File: src/rtl/fclass_gen_if.sv
// Handshake and data bundle for the FCLASS-mask-to-float generator.
interface fclass_gen_if #(
  parameter int WIDTH = 32,
  parameter int CNT_W = 8
);
  logic             in_valid;
  logic             in_ready;
  logic [9:0]       in_mask;
  logic [7:0]       in_exp;
  logic [22:0]      in_frac;
  logic             out_valid;
  logic             out_ready;
  logic [WIDTH-1:0] out_data;
  logic             out_err;
  logic [CNT_W-1:0] err_count;

  modport master (
    output in_valid, in_mask, in_exp, in_frac, out_ready,
    input  in_ready, out_valid, out_data, out_err, err_count
  );

  modport slave (
    input  in_valid, in_mask, in_exp, in_frac, out_ready,
    output in_ready, out_valid, out_data, out_err, err_count
  );
endinterface

File: src/rtl/fclass_gen.sv
// Builds an IEEE-754 single whose FCLASS mask equals the requested one-hot mask.
// Two-stage valid/ready pipeline: S1 holds the decoded mask, S2 the encoded float.
module fclass_gen #(
  parameter int WIDTH = 32,
  parameter int CNT_W = 8
) (
  input logic        clk,
  input logic        rst,
  fclass_gen_if.slave bus
);

  typedef enum logic [2:0] {
    CLS_INF, CLS_ZERO, CLS_SUB, CLS_NORM, CLS_SNAN, CLS_QNAN
  } cls_e;

  localparam logic [WIDTH-1:0] CANON_QNAN = 32'h7FC0_0000;

  logic             s1_valid_q, s1_legal_q, s1_sign_q;
  cls_e             s1_cls_q;
  logic [7:0]       s1_exp_q;
  logic [22:0]      s1_frac_q;
  logic             s2_valid_q, s2_err_q;
  logic [WIDTH-1:0] s2_data_q;
  logic [CNT_W-1:0] err_cnt_q;

  logic             s1_adv, s2_adv, in_fire;
  logic             dec_legal, dec_sign;
  cls_e             dec_cls;
  logic [7:0]       norm_exp;
  logic [22:0]      sub_frac;
  logic [21:0]      snan_pay;
  logic [WIDTH-1:0] enc_d;

  // in_ready looks through both stages so a consuming sink never sees a bubble.
  assign s2_adv  = !s2_valid_q || bus.out_ready;
  assign s1_adv  = !s1_valid_q || s2_adv;
  assign in_fire = bus.in_valid && s1_adv;

  // NOTE: every variable gets a default before the branches so no latch is inferred.
  always_comb begin
    dec_legal = $onehot(bus.in_mask);
    dec_sign  = |bus.in_mask[3:0];
    dec_cls   = CLS_QNAN;
    if (bus.in_mask[0] || bus.in_mask[7])      dec_cls = CLS_INF;
    else if (bus.in_mask[3] || bus.in_mask[4]) dec_cls = CLS_ZERO;
    else if (bus.in_mask[2] || bus.in_mask[5]) dec_cls = CLS_SUB;
    else if (bus.in_mask[1] || bus.in_mask[6]) dec_cls = CLS_NORM;
    else if (bus.in_mask[8])                   dec_cls = CLS_SNAN;
  end

  // Seeds are nudged just enough to stay inside the requested class.
  always_comb begin
    norm_exp = s1_exp_q;
    if (s1_exp_q == 8'h00)      norm_exp = 8'h01;
    else if (s1_exp_q == 8'hFF) norm_exp = 8'hFE;
    sub_frac = (s1_frac_q == 23'd0) ? 23'd1 : s1_frac_q;
    snan_pay = (s1_frac_q[21:0] == 22'd0) ? 22'd1 : s1_frac_q[21:0];

    enc_d = CANON_QNAN;
    if (s1_legal_q) begin
      unique case (s1_cls_q)
        CLS_INF:  enc_d = {s1_sign_q, 8'hFF, 23'd0};
        CLS_ZERO: enc_d = {s1_sign_q, 8'h00, 23'd0};
        CLS_SUB:  enc_d = {s1_sign_q, 8'h00, sub_frac};
        CLS_NORM: enc_d = {s1_sign_q, norm_exp, s1_frac_q};
        CLS_SNAN: enc_d = {1'b0, 8'hFF, 1'b0, snan_pay};
        CLS_QNAN: enc_d = {1'b0, 8'hFF, 1'b1, s1_frac_q[21:0]};
        default:  enc_d = CANON_QNAN;
      endcase
    end
  end

  // NOTE: sequential state uses non-blocking assignments so every flop samples pre-edge values.
  always_ff @(posedge clk or posedge rst) begin
    if (rst) begin
      s1_valid_q <= 1'b0;
      s1_legal_q <= 1'b0;
      s1_sign_q  <= 1'b0;
      s1_cls_q   <= CLS_INF;
      s1_exp_q   <= 8'h00;
      s1_frac_q  <= 23'd0;
      s2_valid_q <= 1'b0;
      s2_err_q   <= 1'b0;
      s2_data_q  <= '0;
      err_cnt_q  <= '0;
    end else begin
      if (s1_adv) begin
        s1_valid_q <= bus.in_valid;
        if (bus.in_valid) begin
          s1_legal_q <= dec_legal;
          s1_sign_q  <= dec_sign;
          s1_cls_q   <= dec_cls;
          s1_exp_q   <= bus.in_exp;
          s1_frac_q  <= bus.in_frac;
        end
      end
      if (s2_adv) begin
        s2_valid_q <= s1_valid_q;
        if (s1_valid_q) begin
          s2_data_q <= enc_d;
          s2_err_q  <= !s1_legal_q;
        end
      end
      if (in_fire && !dec_legal && (err_cnt_q != '1))
        err_cnt_q <= err_cnt_q + CNT_W'(1);
    end
  end

  assign bus.in_ready  = s1_adv;
  assign bus.out_valid = s2_valid_q;
  assign bus.out_data  = s2_data_q;
  assign bus.out_err   = s2_err_q;
  assign bus.err_count = err_cnt_q;

endmodule

File: src/flat_wrapper.sv
// flat-port wrapper written by rule: the top's interface ports become plain ports
module fclass_gen_flat 
#(
  parameter int WIDTH = 32,
  parameter int CNT_W = 8
)
  (clk, rst, bus_in_valid, bus_in_mask, bus_in_exp, bus_in_frac, bus_out_ready, bus_in_ready, bus_out_valid, bus_out_data, bus_out_err, bus_err_count);
  fclass_gen_if #(.WIDTH(WIDTH), .CNT_W(CNT_W)) bus_i ();
  input logic clk;
  input logic rst;
  input wire logic [$bits(bus_i.in_valid)-1:0] bus_in_valid;
  input wire logic [$bits(bus_i.in_mask)-1:0] bus_in_mask;
  input wire logic [$bits(bus_i.in_exp)-1:0] bus_in_exp;
  input wire logic [$bits(bus_i.in_frac)-1:0] bus_in_frac;
  input wire logic [$bits(bus_i.out_ready)-1:0] bus_out_ready;
  output wire logic [$bits(bus_i.in_ready)-1:0] bus_in_ready;
  output wire logic [$bits(bus_i.out_valid)-1:0] bus_out_valid;
  output wire logic [$bits(bus_i.out_data)-1:0] bus_out_data;
  output wire logic [$bits(bus_i.out_err)-1:0] bus_out_err;
  output wire logic [$bits(bus_i.err_count)-1:0] bus_err_count;
  assign bus_i.in_valid = bus_in_valid;
  assign bus_i.in_mask = bus_in_mask;
  assign bus_i.in_exp = bus_in_exp;
  assign bus_i.in_frac = bus_in_frac;
  assign bus_i.out_ready = bus_out_ready;
  assign bus_in_ready = bus_i.in_ready;
  assign bus_out_valid = bus_i.out_valid;
  assign bus_out_data = bus_i.out_data;
  assign bus_out_err = bus_i.out_err;
  assign bus_err_count = bus_i.err_count;
  fclass_gen #(.WIDTH(WIDTH), .CNT_W(CNT_W)) u_core (.clk(clk), .rst(rst), .bus(bus_i));
endmodule
File: config.mk
export PLATFORM = sky130hd
export DESIGN_NAME = fclass_gen_flat
export DESIGN_NICKNAME = d
export VERILOG_FILES = /design/src/rtl/fclass_gen_if.sv /design/src/rtl/fclass_gen.sv /design/src/flat_wrapper.sv
export SDC_FILE = /design/constraint.sdc
export NUM_CORES = 1
export LEC_CHECK = 0
export ABC_AREA = 1
export BUFFER_PORTS_ARGS = -buffer_cell sky130_fd_sc_hd__buf_2
export CORE_MARGIN = 2
export CORE_UTILIZATION = 57
export CTS_BUF_LIST = sky130_fd_sc_hd__clkbuf_4 sky130_fd_sc_hd__clkbuf_8
export CTS_CLUSTER_DIAMETER = 60
export DETAILED_ROUTE_END_ITERATION = 6
export PLACE_DENSITY = 0.9
export SLEW_MARGIN = 20
export SYNTH_ARGS = -nofsm -noshare
export SYNTH_HDL_FRONTEND = slang
export SYNTH_SLANG_ARGS = --single-unit
File: constraint.sdc
create_clock -name clk -period 2.5 [get_ports clk]
set_input_delay 0.125 -clock clk [delete_from_list [all_inputs] [get_ports clk]]
set_output_delay 0.125 -clock clk [all_outputs]
set_load 0.01 [all_outputs]
==> results_dict.tcl <==
set metrics [dict create \
    outcome "finished with violations" \
    violations "negative setup slack" \
    fillers 505 \
    track_usage 0.2904 \
    syn_avg_cell_area_sq_um 7.846 \
    dieArea_sq_um 7909 \
    syn_area_sq_um 4111 \
    io_pins 88 \
    endpoint_kind "register" \
    overflow 0 \
    clk_pin_slew_ns 0.08 \
    worst_pin_slew_ns 0.7086 \
    fmax_mhz 360.2 \
    cts_tree "done" \
    cts-root-buf "clkbuf_8" \
    power.leakage_nw 2.795 \
    slew_viol_final 0 \
    portBuffers 87 \
    nNetsFinal 703 \
    finalSetupViolations 9 \
    yosysMostFrequentCell "nand2_1" \
    synthArstFlopShare 1.000 \
    cpMostUsedCell "fa_1" \
    fp.dieW_um 88.93 \
    first_pass_iters 5 \
    numCtsBuffers 9 \
    ys_seq_area_frac 0.4808 \
    wl_per_cell_um 14.47 \
    ys.flop_type "dfrtp_1" \
    routed_wl_um 10750 \
    route.vias.total 4017 \
    fin_crit_ns 2.776 \
    grt_setup_unrepaired "true" \
    cp.required_ns 2.78 \
    multiInputGateArea_sq_um 1879 \
    hpwl_um 7139 \
    antenna_found_initial 0 \
    yosysTopAreaCellShare 0.4808 \
    synthDistinctLibCells 32 \
    yosysWarnings 0 \
    crit_chain "buf_2 -> ha_1 -> inv_2 -> fa_1 -> fa_1 -> fa_2 -> fa_1 -> nor3b_2 -> o211ai_1 -> nand3_2 -> buf_6 -> nand2_1 -> o21ai_0" \
    synth_commonest_cells "nand2_1 (188), dfrtp_1 (79), nand3_1 (48)" \
    drv_cap 0 \
    worstPathArrival_ns 3.06 \
    ys_seq_elements 79 \
    via_per_inst 5.406 \
    fin_tns_setup_ns -2.334 \
    clockBufferDepth 2 \
    p_total_mw 3.621 \
    insertion_delay_ns 0.36 \
    diodes 0 \
    grt_pass1_wl_um 17660 \
    grt_max_degree 42 \
    ff_latch_area_sq_um 1977 \
    drc 0 \
    hold_path.class "in2reg" \
    p_per_area_nw_per_um2 689.6 \
    htree_levels 3 \
    max_stage_delay_ns 0.50 \
    slowest_stage "fa_1" \
    initial_core_util 0.5985 \
    start_kind "input port" \
    synthCells 524 \
    grt_pass1_vias 4015 \
    areaGrowthSynthToFinish_pct 27.72 \
    ant_nets 0 \
    critical_path.max_fanout 15 \
    synth-edff-count 0 \
    finClkSkew_ns 0.009094 \
    synth_nets 585 \
    drt-initial-drc-count 294 \
    drive_gt1_frac 0.2148 \
    core_sq_um 6869 \
    synth_area_leaders "dfrtp_1 (48%), nand2_1 (17%), nand3_1 (5.8%)" \
    ir_worst_vdd_mv 0.4657 \
    setup_slack_ns -0.2765 \
    critical_path_class "in2reg" \
    place_congestion 0.8427 \
    synth_top_cell_by_area "dfrtp_1" \
    die_h_um 88.93 \
    finalHoldViolations 0 \
    cpLargestDelayFamily "adder cells" \
    worst-path-buf-inv 3 \
    max_slew_margin 0.5271 \
    fin_crit_sh 1.111 \
    cts.sinks 79 \
    row_count 30 \
]
worst reg2reg max path, stage by stage, from the launching register on:
cell	delay, ns
dfrtp_1	0.70
nand3_1	0.55
a21boi_0	0.38
inv_1	0.08
nand2_1	0.08
nand3_1	0.07
nand2_1	0.07
final cells by class:
cell class              count  area share
multi-input cells         370      0.3579
clock inverters             5     0.01549
clock buffers              11     0.02764
inverters                  51     0.03669
well taps                  96     0.02287
flip-flops and latches     79      0.3765
repair buffers            131      0.1630
sequential cells by signal, indices dropped and copies added, names as in the netlist, 3 cells and up:
name / flops
u_core.s1_cls_q: 3
u_core.bus.err_count: 8
u_core.s1_frac_q: 23
u_core.s1_exp_q: 8
u_core.bus.out_data: 32
kinds of logic (layout without fill, tap and decap cells):
family,count (synthesis),after routing,share of synthesized area
AO/OA/AOI/OAI,62,62,0.08734
XOR/XNOR,6,6,0.01278
adder cells (fa/ha/maj),16,16,0.05965
buffers and inverters,75,198,0.07121
flip-flops,79,79,0.4808
AND/OR/NAND/NOR,286,286,0.2882
per-stage QoR:
step	utilization	setup slack (ns)	std cells	hold slack, ns	instance area, sq um
3_3_place_gp	0.6860	-0.6174	699	0.2320	4712
5_1_grt	0.7645	-0.4694	743	0.01740	5251
2_1_floorplan	-	-0.4233	524	0.2346	4143
3_5_place_dp	0.6860	-0.7401	699	0.2530	4712
4_1_cts	0.7645	-0.2847	743	0.003472	5251
6_report	0.7645	-0.2765	743	0.009431	5251
per-layer routing:
metal / global-route usage / routed length, um / vias to the layer above
li1: - / - / 1892
met1: 0.3547 / 4335 / 1902
met2: 0.4953 / 5414 / 189
met3: 0.06094 / 721 / 34
met4: 0.1357 / 278 / 0
met5: 0 / 0 / -
cells in the final DEF, fill, tap and decap left out, types with 2 or more instances in the layout:
cell type	n
nand4_1	6
dfrtp_1	79
inv_2	5
xor2_1	2
dlygate4sd3_1	27
buf_2	84
o21ai_1	16
clkinv_2	2
nand3_1	47
ha_4	2
a21oi_1	10
inv_1	44
fa_1	5
a21boi_0	4
clkbuf_8	10
a21boi_1	9
nor2_1	35
nand3_2	2
nor3_1	2
nand2_1	188
ha_1	8
nor3_2	3
xnor2_1	4
buf_6	4
o21ai_0	17
bufinv_16	2
buf_4	16
repair_timing:
action / in CTS / in global routing
pin swaps: 2 / 0
hold buffers: 27 / 0
buffers inserted: 1 / 0
resized for setup: 7 / 0
hold endpoints to repair: 65 / 0
endpoints found under the setup margin: 9 / 9
path summary, 6_finish.rpt:
check / depth (start not counted) / slack, ns / start / end
min in group asynchronous: 3 / 0.41 / rst / u_core.s1_exp_q[5]
max in group asynchronous: 4 / 1.33 / rst / u_core.bus.out_data[5]
max: 13 / -0.28 / bus_in_mask[8] / u_core.bus.err_count[3]
min reg2reg: 2 / 0.48 / u_core.bus.out_data[12] / u_core.bus.out_data[12]
max reg2reg: 6 / 0.52 / u_core.s1_cls_q[2] / u_core.bus.out_data[14]
min: 3 / 0.009 / bus_in_frac[13] / u_core.s1_frac_q[13]
power by group:
group          switching [mW]  leakage, nW  internal [mW]
clock                   0.476        0.113          0.601
sequential              0.171        0.982           1.45
combinational           0.541         1.70          0.385
total                    1.19         2.79           2.43
Power figures use the tool's default switching activity.
